==> config.mk <==
export PLATFORM = sky130hd
export DESIGN_NAME = button_ctrl
export DESIGN_NICKNAME = d
export VERILOG_FILES = /design/src/rtl/button_ctrl_pkg.sv /design/src/rtl/btn_evt_fifo.sv /design/src/rtl/button_ctrl.sv
export SDC_FILE = /design/constraint.sdc
export NUM_CORES = 1
export LEC_CHECK = 0
export ABC_AREA = 1
export ABC_CLOCK_PERIOD_IN_PS = 5600
export CORE_MARGIN = 2
export CORE_UTILIZATION = 65
export CTS_BUF_LIST = sky130_fd_sc_hd__clkbuf_8
export CTS_CLUSTER_DIAMETER = 80
export DETAILED_ROUTE_END_ITERATION = 12
export HOLD_SLACK_MARGIN = 0.05
export PLACE_DENSITY = 0.92
export SYNTH_ARGS = -nofsm -noshare
export SYNTH_HDL_FRONTEND = slang
export SYNTH_SLANG_ARGS = --single-unit
==> constraint.sdc <==
create_clock -name clock -period 5.6 [get_ports clock]
set_input_delay 1.68 -clock clock [delete_from_list [all_inputs] [get_ports clock]]
set_output_delay 1.68 -clock clock [all_outputs]
set_load 0.03 [all_outputs]
==> src/rtl/button_ctrl_pkg.sv <==
// button_ctrl_pkg: event type and debounce state enums plus event FIFO depth shared by button_ctrl and btn_evt_fifo
package button_ctrl_pkg;
  typedef enum logic [1:0] {EVT_PRESS = 2'd0, EVT_RELEASE = 2'd1, EVT_LONG = 2'd2} evt_type_e;
  typedef enum logic [1:0] {RELEASED, DEB_PRESS, PRESSED, DEB_RELEASE} btn_state_e;
  localparam int FIFO_DEPTH = 8;
endpackage

==> src/rtl/btn_evt_fifo.sv <==
// btn_evt_fifo: FIFO_DEPTH-entry first-word-fall-through event queue (clock, reset, push/din in, pop in, dout/valid/full out; dout reads 0 when empty; push and pop together succeed when full)
module btn_evt_fifo
  import button_ctrl_pkg::*;
#(
  parameter int W = 5
) (
  input  logic         clock,
  input  logic         reset,
  input  logic         push,
  input  logic [W-1:0] din,
  input  logic         pop,
  output logic [W-1:0] dout,
  output logic         valid,
  output logic         full
);
  localparam int AW = $clog2(FIFO_DEPTH);
  logic [W-1:0] mem_q [FIFO_DEPTH];
  logic [AW-1:0] wr_q, wr_d, rd_q, rd_d;
  logic [AW:0] cnt_q, cnt_d;
  always_comb begin
    wr_d = push ? wr_q + 1'b1 : wr_q;
    rd_d = pop ? rd_q + 1'b1 : rd_q;
    cnt_d = cnt_q + (AW+1)'(push) - (AW+1)'(pop);
  end
  assign valid = cnt_q != '0;
  assign full = cnt_q == (AW+1)'(FIFO_DEPTH);
  assign dout = valid ? mem_q[rd_q] : '0;
  always_ff @(posedge clock) begin
    if (reset) begin
      wr_q <= '0;
      rd_q <= '0;
      cnt_q <= '0;
    end else begin
      wr_q <= wr_d;
      rd_q <= rd_d;
      cnt_q <= cnt_d;
    end
  end
  always_ff @(posedge clock) begin
    if (push) mem_q[wr_q] <= din;
  end
endmodule

==> src/rtl/button_ctrl.sv <==
// button_ctrl: synchronize, debounce and queue PRESS/RELEASE(/LONG with BUTTON_CTRL_LONG_PRESS_EN) events for N_BTN buttons (clock, reset, noisy in, clean out, evt_valid/evt_ready/evt_btn/evt_type handshake, sticky overflow)
module button_ctrl
  import button_ctrl_pkg::*;
#(
  parameter int N_BTN = 4,
  parameter int TICK_DIV = 100000,
  parameter int STABLE_TICKS = 10,
  parameter int LONG_TICKS = 1000
) (
  input  logic             clock,
  input  logic             reset,
  input  logic [N_BTN-1:0] noisy,
  output logic [N_BTN-1:0] clean,
  output logic             evt_valid,
  input  logic             evt_ready,
  output logic [2:0]       evt_btn,
  output logic [1:0]       evt_type,
  output logic             overflow
);
`ifdef BUTTON_CTRL_LONG_PRESS_EN
  localparam int NT = 3;
`else
  localparam int NT = 2;
`endif
  localparam int CMAX = STABLE_TICKS > LONG_TICKS ? STABLE_TICKS : LONG_TICKS;
  localparam int CW = $clog2(CMAX + 1);
  localparam int DW = TICK_DIV > 1 ? $clog2(TICK_DIV) : 1;
  localparam int NP = N_BTN * NT;
  logic [N_BTN-1:0] meta_q, sync_q, clean_q, clean_d;
  logic [DW-1:0] div_q, div_d;
  logic tick;
  btn_state_e st_q [N_BTN];
  btn_state_e st_d [N_BTN];
  logic [CW-1:0] cnt_q [N_BTN];
  logic [CW-1:0] cnt_d [N_BTN];
`ifdef BUTTON_CTRL_LONG_PRESS_EN
  logic [CW-1:0] lcnt_q [N_BTN];
  logic [CW-1:0] lcnt_d [N_BTN];
`endif
  logic [NP-1:0] pend_q, pend_d, raise, sel, clr;
  logic overflow_q, overflow_d, found, push, pop, full;
  logic [4:0] din, dout;
  assign tick = div_q == DW'(TICK_DIV - 1);
  assign div_d = tick ? '0 : div_q + 1'b1;
  always_comb begin
    raise = '0;
    for (int b = 0; b < N_BTN; b++) begin
      st_d[b] = st_q[b];
      cnt_d[b] = cnt_q[b];
      clean_d[b] = clean_q[b];
`ifdef BUTTON_CTRL_LONG_PRESS_EN
      lcnt_d[b] = lcnt_q[b];
`endif
      if (tick) begin
        case (st_q[b])
          RELEASED: begin
            if (sync_q[b]) begin
              st_d[b] = DEB_PRESS;
              cnt_d[b] = '0;
            end
          end
          DEB_PRESS: begin
            if (!sync_q[b]) st_d[b] = RELEASED;
            else if (cnt_q[b] == CW'(STABLE_TICKS - 1)) begin
              st_d[b] = PRESSED;
              cnt_d[b] = '0;
              clean_d[b] = 1'b1;
              raise[b*NT + int'(EVT_PRESS)] = 1'b1;
`ifdef BUTTON_CTRL_LONG_PRESS_EN
              lcnt_d[b] = '0;
`endif
            end else cnt_d[b] = cnt_q[b] + 1'b1;
          end
          PRESSED: begin
            if (!sync_q[b]) begin
              st_d[b] = DEB_RELEASE;
              cnt_d[b] = '0;
            end
`ifdef BUTTON_CTRL_LONG_PRESS_EN
            else if (lcnt_q[b] != CW'(LONG_TICKS)) begin
              lcnt_d[b] = lcnt_q[b] + 1'b1;
              raise[b*NT + int'(EVT_LONG)] = lcnt_q[b] == CW'(LONG_TICKS - 1);
            end
`endif
          end
          DEB_RELEASE: begin
            if (sync_q[b]) st_d[b] = PRESSED;
            else if (cnt_q[b] == CW'(STABLE_TICKS - 1)) begin
              st_d[b] = RELEASED;
              cnt_d[b] = '0;
              clean_d[b] = 1'b0;
              raise[b*NT + int'(EVT_RELEASE)] = 1'b1;
            end else cnt_d[b] = cnt_q[b] + 1'b1;
          end
        endcase
      end
    end
  end
  assign pop = evt_valid && evt_ready;
  always_comb begin
    found = 1'b0;
    sel = '0;
    din = '0;
    for (int i = 0; i < NP; i++) begin
      if (!found && pend_q[i]) begin
        found = 1'b1;
        sel[i] = 1'b1;
        din = {3'(i / NT), 2'(i % NT)};
      end
    end
    push = found && (!full || pop);
    clr = push ? sel : '0;
    pend_d = (pend_q & ~clr) | raise;
    overflow_d = overflow_q || |(raise & pend_q & ~clr);
  end
  always_ff @(posedge clock) begin
    if (reset) begin
      meta_q <= '0;
      sync_q <= '0;
      div_q <= '0;
      clean_q <= '0;
      pend_q <= '0;
      overflow_q <= 1'b0;
      for (int b = 0; b < N_BTN; b++) begin
        st_q[b] <= RELEASED;
        cnt_q[b] <= '0;
`ifdef BUTTON_CTRL_LONG_PRESS_EN
        lcnt_q[b] <= '0;
`endif
      end
    end else begin
      meta_q <= noisy;
      sync_q <= meta_q;
      div_q <= div_d;
      clean_q <= clean_d;
      pend_q <= pend_d;
      overflow_q <= overflow_d;
      for (int b = 0; b < N_BTN; b++) begin
        st_q[b] <= st_d[b];
        cnt_q[b] <= cnt_d[b];
`ifdef BUTTON_CTRL_LONG_PRESS_EN
        lcnt_q[b] <= lcnt_d[b];
`endif
      end
    end
  end
  btn_evt_fifo #(.W(5)) u_fifo (
    .clock(clock),
    .reset(reset),
    .push(push),
    .din(din),
    .pop(pop),
    .dout(dout),
    .valid(evt_valid),
    .full(full)
  );
  assign clean = clean_q;
  assign overflow = overflow_q;
  assign evt_btn = dout[4:2];
  assign evt_type = dout[1:0];
endmodule
**Word-level counts from Yosys, hierarchy flattened**

Memory sizes are Yosys's and may differ from the RTL's. A register that Yosys moved wholly into a read port is not among the register bits.
Cells that the tools add are included.

- Register bits: 48
- RAM bits: 88
- Word-level logic and storage cells: 248
- Memories kept: 3

Memory list:

| name | depth | width | rd ports | clocked after memory_dff | write ports | line | RTL |
|---|---|---|---|---|---|---|---|
| cnt_q | 4 | 10 | 4 | 0 | 4 | button_ctrl.sv:34 | `logic [CW-1:0] cnt_q [N_BTN];` |
| u_fifo.mem_q | 8 | 5 | 1 | 1 | 1 | btn_evt_fifo.sv:17 | `logic [W-1:0] mem_q [FIFO_DEPTH];` |
| st_q | 4 | 2 | 4 | 0 | 4 | button_ctrl.sv:32 | `btn_state_e st_q [N_BTN];` |

- $add $sub $neg: 9
- Equal/unequal tests: 34
- Multiplexer cells: 143
- Bitwise logic cells: 13
- Reductions and logical operators: 34

Operators with widths:

| kind | count |
|---|---|
| 10-bit two-way mux | 28 |
| 10-bit case mux with 4 select lines | 4 |
| 2-bit two-way mux | 36 |
| 1-bit two-way mux | 57 |
| 10-bit by 1-bit adder with 10-bit output, second input constant | 4 |
| 10-bit by 4-bit equality test with 1-bit output, second input constant | 4 |
| 5-bit two-way mux | 7 |
| 2-bit inequality test, second input constant | 16 |
| 2-bit case mux with 4 select lines | 4 |
| 8-bit bitwise AND | 3 |
| 6-bit AND reduction | 4 |
| 17-bit by 1-bit adder with 17-bit output, second input constant | 1 |
| 17-bit equality test, second input constant | 1 |
| 2-bit equality test, second input constant | 8 |
| 1-bit logical AND | 9 |
| 2-bit by 1-bit equality test with 1-bit output, second input constant | 4 |
| 1-bit logical NOT | 8 |
| 2-bit logical NOT | 4 |
| 8-bit two-way mux | 1 |
| 8-bit NOT | 1 |
| 1-bit bitwise OR | 8 |
| 8-bit bitwise OR | 1 |
| 1-bit case mux with 2 select lines | 4 |
| 2-bit nonzero test | 4 |
| 9 further kinds | 12 |

**Longest topological paths before layout**

- Depth after elaboration: 28
- Gate-level depth with buffers: 13

**Hierarchy**

A second synthesis with hierarchy kept.

- Cells, all modules: 947
- Area, all modules: 7,252.0 µm²

Modules (own cells, without submodules):

| module | instances | cells each | area each (µm²) | sequential area each (µm²) |
|---|---|---|---|---|
| button_ctrl | 1 | 697 | 4,880.9 | 1,721.7 |
| btn_evt_fifo | 1 | 250 | 2,371.0 | 1,461.4 |

**Worst setup path after synthesis**

No wires, ideal clock.

- Path kind: flip-flop to output port
- From: reg (tool-made name)
- To: out evt_btn[0]
- Arrival: 1,480 ps
- Slack: 2,440 ps
- Stages on the path, launching flop included: 6
- Cell sequence: dfxtp_1 > clkbuf_1 > o21ai_0 > o22ai_1 > o21ai_0 > a31oi_1

RTL lines:

| item | line | RTL |
|---|---|---|
| end, declared | button_ctrl.sv:16 | `output logic [2:0] evt_btn,` |

==> results.sh <==
export IMPL_fin_crit_ns=4.14
export IMPL_cts_root_buf="clkbuf_8"
export IMPL_antenna_found_initial=0
export IMPL_wl_met3_um=691
export IMPL_top_layer="met4"
export IMPL_worstSetupEndpointType="output pin"
export IMPL_vias_per_cell=5.65
export IMPL_std_cell_rows=35
export IMPL_setup_tns_ns=0
export IMPL_critical_path_max_fanout=13
export IMPL_ys_async_sr_fraction_pct=0
export IMPL_peakVddDrop_v=0.000228
export IMPL_drive_above_1_share_pct=6.40
export IMPL_leakage_nw=2.47
export IMPL_globalplace_congestion=0.925
export IMPL_initial_core_util_pct=67.4
export IMPL_powerDensity_nw_per_um2=285
export IMPL_setup_violations=0
export IMPL_ant_nets=0
export IMPL_slew_violations=0
export IMPL_synth_seq_area_share_pct=43.2
export IMPL_cp_data_required_time_ns=3.92
export IMPL_path_clk_slew_ns=0.08
export IMPL_cts_buffers_inserted=17
export IMPL_yosys_area_top_type="dfxtp_1"
export IMPL_timing_final_crit_share_pct=73.9
export IMPL_cp_arrival_ns=2.46
export IMPL_routed_wl_mm=13.4
export IMPL_path_class="flip-flop to output pin"
export IMPL_maxCapViolations=0
export IMPL_syn_inst=839
export IMPL_first_iter_violations=381
export IMPL_relSlewSlack_pct=51.8
export IMPL_synth_warnings=0
export IMPL_crit_path_cell_trace="inv_1 > o21ai_0 > o22ai_1 > o21ai_0 > a31oi_1 > clkdlybuf4s50_1"
export IMPL_worst_path_buf_inv=2
export IMPL_finalPower_w=0.00195
export IMPL_synth_area_per_cell_um2=7.46
export IMPL_rsz0062_at_grt="false"
export IMPL_cpMostUsedCell="o21ai_0"
export IMPL_layout_nets=893
export IMPL_finalClockSkew_ns=0.0143
export IMPL_fmax_ghz=0.242
export IMPL_wl_met2_mm=6.67
export IMPL_synth_main_ff_cell="dfxtp_1"
export IMPL_die_w_um=102
export IMPL_synth_edff_count=24
export IMPL_die_h_um=102
export IMPL_hold_viol=0
export IMPL_wire_per_inst_um=13.4
export IMPL_grt_max_degree=40
export IMPL_synth_top_area_share_pct=31.7
export IMPL_antenna_diode_count=0
export IMPL_cp_start_kind="flip-flop"
export IMPL_netlist_area_um2=6260
export IMPL_worst_pin_slew_ns=0.718
export IMPL_grt_pass1_vias=5395
export IMPL_port_buffers=15
export IMPL_status="complete, no violations"
export IMPL_vias=5669
export IMPL_cts_max_level=4
export IMPL_grt_overflow=0
export IMPL_coreArea_um2=9280
export IMPL_yosys_cell_types_count=43
export IMPL_met1Wirelength_mm=5.76
export IMPL_dp_hpwl_mm=9.62
export IMPL_grt_pass1_wl_mm=22.9
export IMPL_cts_hold_buffers=0
export IMPL_crit_family="buffers and inverters"
export IMPL_drtPass1Iterations=5
export IMPL_crit_path_max_incr_delay_ns=0.60
export IMPL_area_growth_pct=9.54
export IMPL_cts_tree="yes"
export IMPL_cts_resized=0
export IMPL_drc_errors=0
export IMPL_ys_ff_latch=123
export IMPL_clock_path_buffers=2
export IMPL_synth_area_leaders="dfxtp_1 32%, edfxtp_1 12%, nor2_1 9.5%"
export IMPL_cts_setup_buffers=0
export IMPL_clkLatencyLatePin_ns=0.44
export IMPL_io_pins=18
export IMPL_cp_slowest_cell="clkdlybuf4s50_1"
export IMPL_cts_sinks=123
export IMPL_hold_class="flip-flop to flip-flop"
export IMPL_track_usage_pct=27.3
export IMPL_dieArea_um2=10400
==> logic make-up after synthesis <==
| family | after synthesis | synth area share, % |
|---|---|---|
| flops | 123 | 43.2 |
| fa+ha+maj | 24 | 4.92 |
| other cells | 1 | 0.0599 |
| compound gates | 120 | 11.0 |
| buf+inv | 134 | 8.30 |
| xor+xnor | 8 | 1.12 |
| simple gates | 429 | 31.5 |
==> state kept, by name (all words and copies together) (netlist names), 4 cells and up, named ones only <==
name / count
u_fifo.cnt_q: 4
st_q: 4
pend_q: 8
u_fifo.mem_q: 24
meta_q: 4
sync_q: 4
cnt_q: 40
clean: 4
div_q: 17
==> per-layer routing <==
| metal | vias to the layer above | global-route usage [%] |
|---|---|---|
| li1 | 2836 | - |
| met1 | 2597 | 31.1 |
| met2 | 195 | 48.1 |
| met3 | 41 | 6.91 |
| met4 | 0 | 12.4 |
| met5 | - | 0 |
==> synthesized netlist by cell type, types with 2 or more instances <==
cell / instances
o21ai_1: 4
o22ai_1: 3
buf_4: 2
a221oi_1: 3
a211oi_1: 16
xor2_1: 7
nand4_1: 24
or2_2: 8
nor3_4: 2
nor3_2: 3
nor2_1: 158
nand2_2: 5
o21a_1: 3
a31oi_1: 9
nor4_1: 6
inv_1: 119
nand2_1: 113
o21ai_0: 32
nand3b_1: 2
a21oi_1: 47
edfxtp_1: 24
ha_1: 23
dfxtp_1: 99
nand3_1: 47
nor3_1: 43
clkbuf_1: 9
nor3b_1: 12
==> report_power, final <==
part           leakage (nW)  internal [W]  total (W)  switching (W)
Clock                 0.167      0.000303   0.000677       0.000374
Combinational          1.28      0.000122   0.000316       0.000194
Sequential             1.02      0.000927   0.000960      0.0000332
==> worst register-to-register path, delay by kind of cell, from the launching register on <==
kind | cells | cell delay (ns)
and+or+nand+nor | 6 | 1.69
AOI/OAI and AO/OA | 2 | 0.22
DFF | 1 | 0.38
adders and majority gates | 1 | 0.24
==> stage by stage <==
step	cells	setup WS (ns)	instance area, um^2	hold WS (ns)	utilization (%)
after floorplan	840	2.44	6260	0.388	-
after global placement	972	1.53	6520	0.393	70.2
after detailed placement	972	1.52	6520	0.406	70.2
after CTS	1004	1.48	6850	0.421	73.8
after global routing	1004	1.32	6850	0.439	73.8
final	1004	1.46	6850	0.421	73.8
==> worst paths after layout <==
path | start | end | slack (ns) | cells after the start
max | flip-flop | evt_btn[0] | 1.46 | 6
min | meta_q[3] | sync_q[3] | 0.42 | 2
max reg2reg | div_q[0] | cnt_q[2][3] | 2.98 | 9
min reg2reg | meta_q[3] | sync_q[3] | 0.42 | 2
==> placed cells by master, fill, tap and decap left out, types with 17 or more instances in the layout <==
cell | Yosys | final
edfxtp_1 | 24 | 24
dfxtp_1 | 99 | 99
ha_1 | 23 | 23
clkbuf_8 | 0 | 17
nand3_1 | 47 | 47
nand2_1 | 113 | 113
o21ai_0 | 32 | 32
nor2_1 | 158 | 158
nand4_1 | 24 | 24
a21oi_1 | 47 | 47
nor3_1 | 43 | 43
inv_1 | 119 | 120
==> area by class of cell <==
cell class / instances / area (um^2)
Clock buffer: 17 / 234
Timing Repair Buffer: 17 / 165
Sequential cell: 123 / 2700
Clock inverter: 15 / 101
Inverter: 120 / 450
Fill cell: 663 / 2430
Multi-Input combinational cell: 583 / 3040
Tap cell: 129 / 161
(Power assumes the default switching activity.)
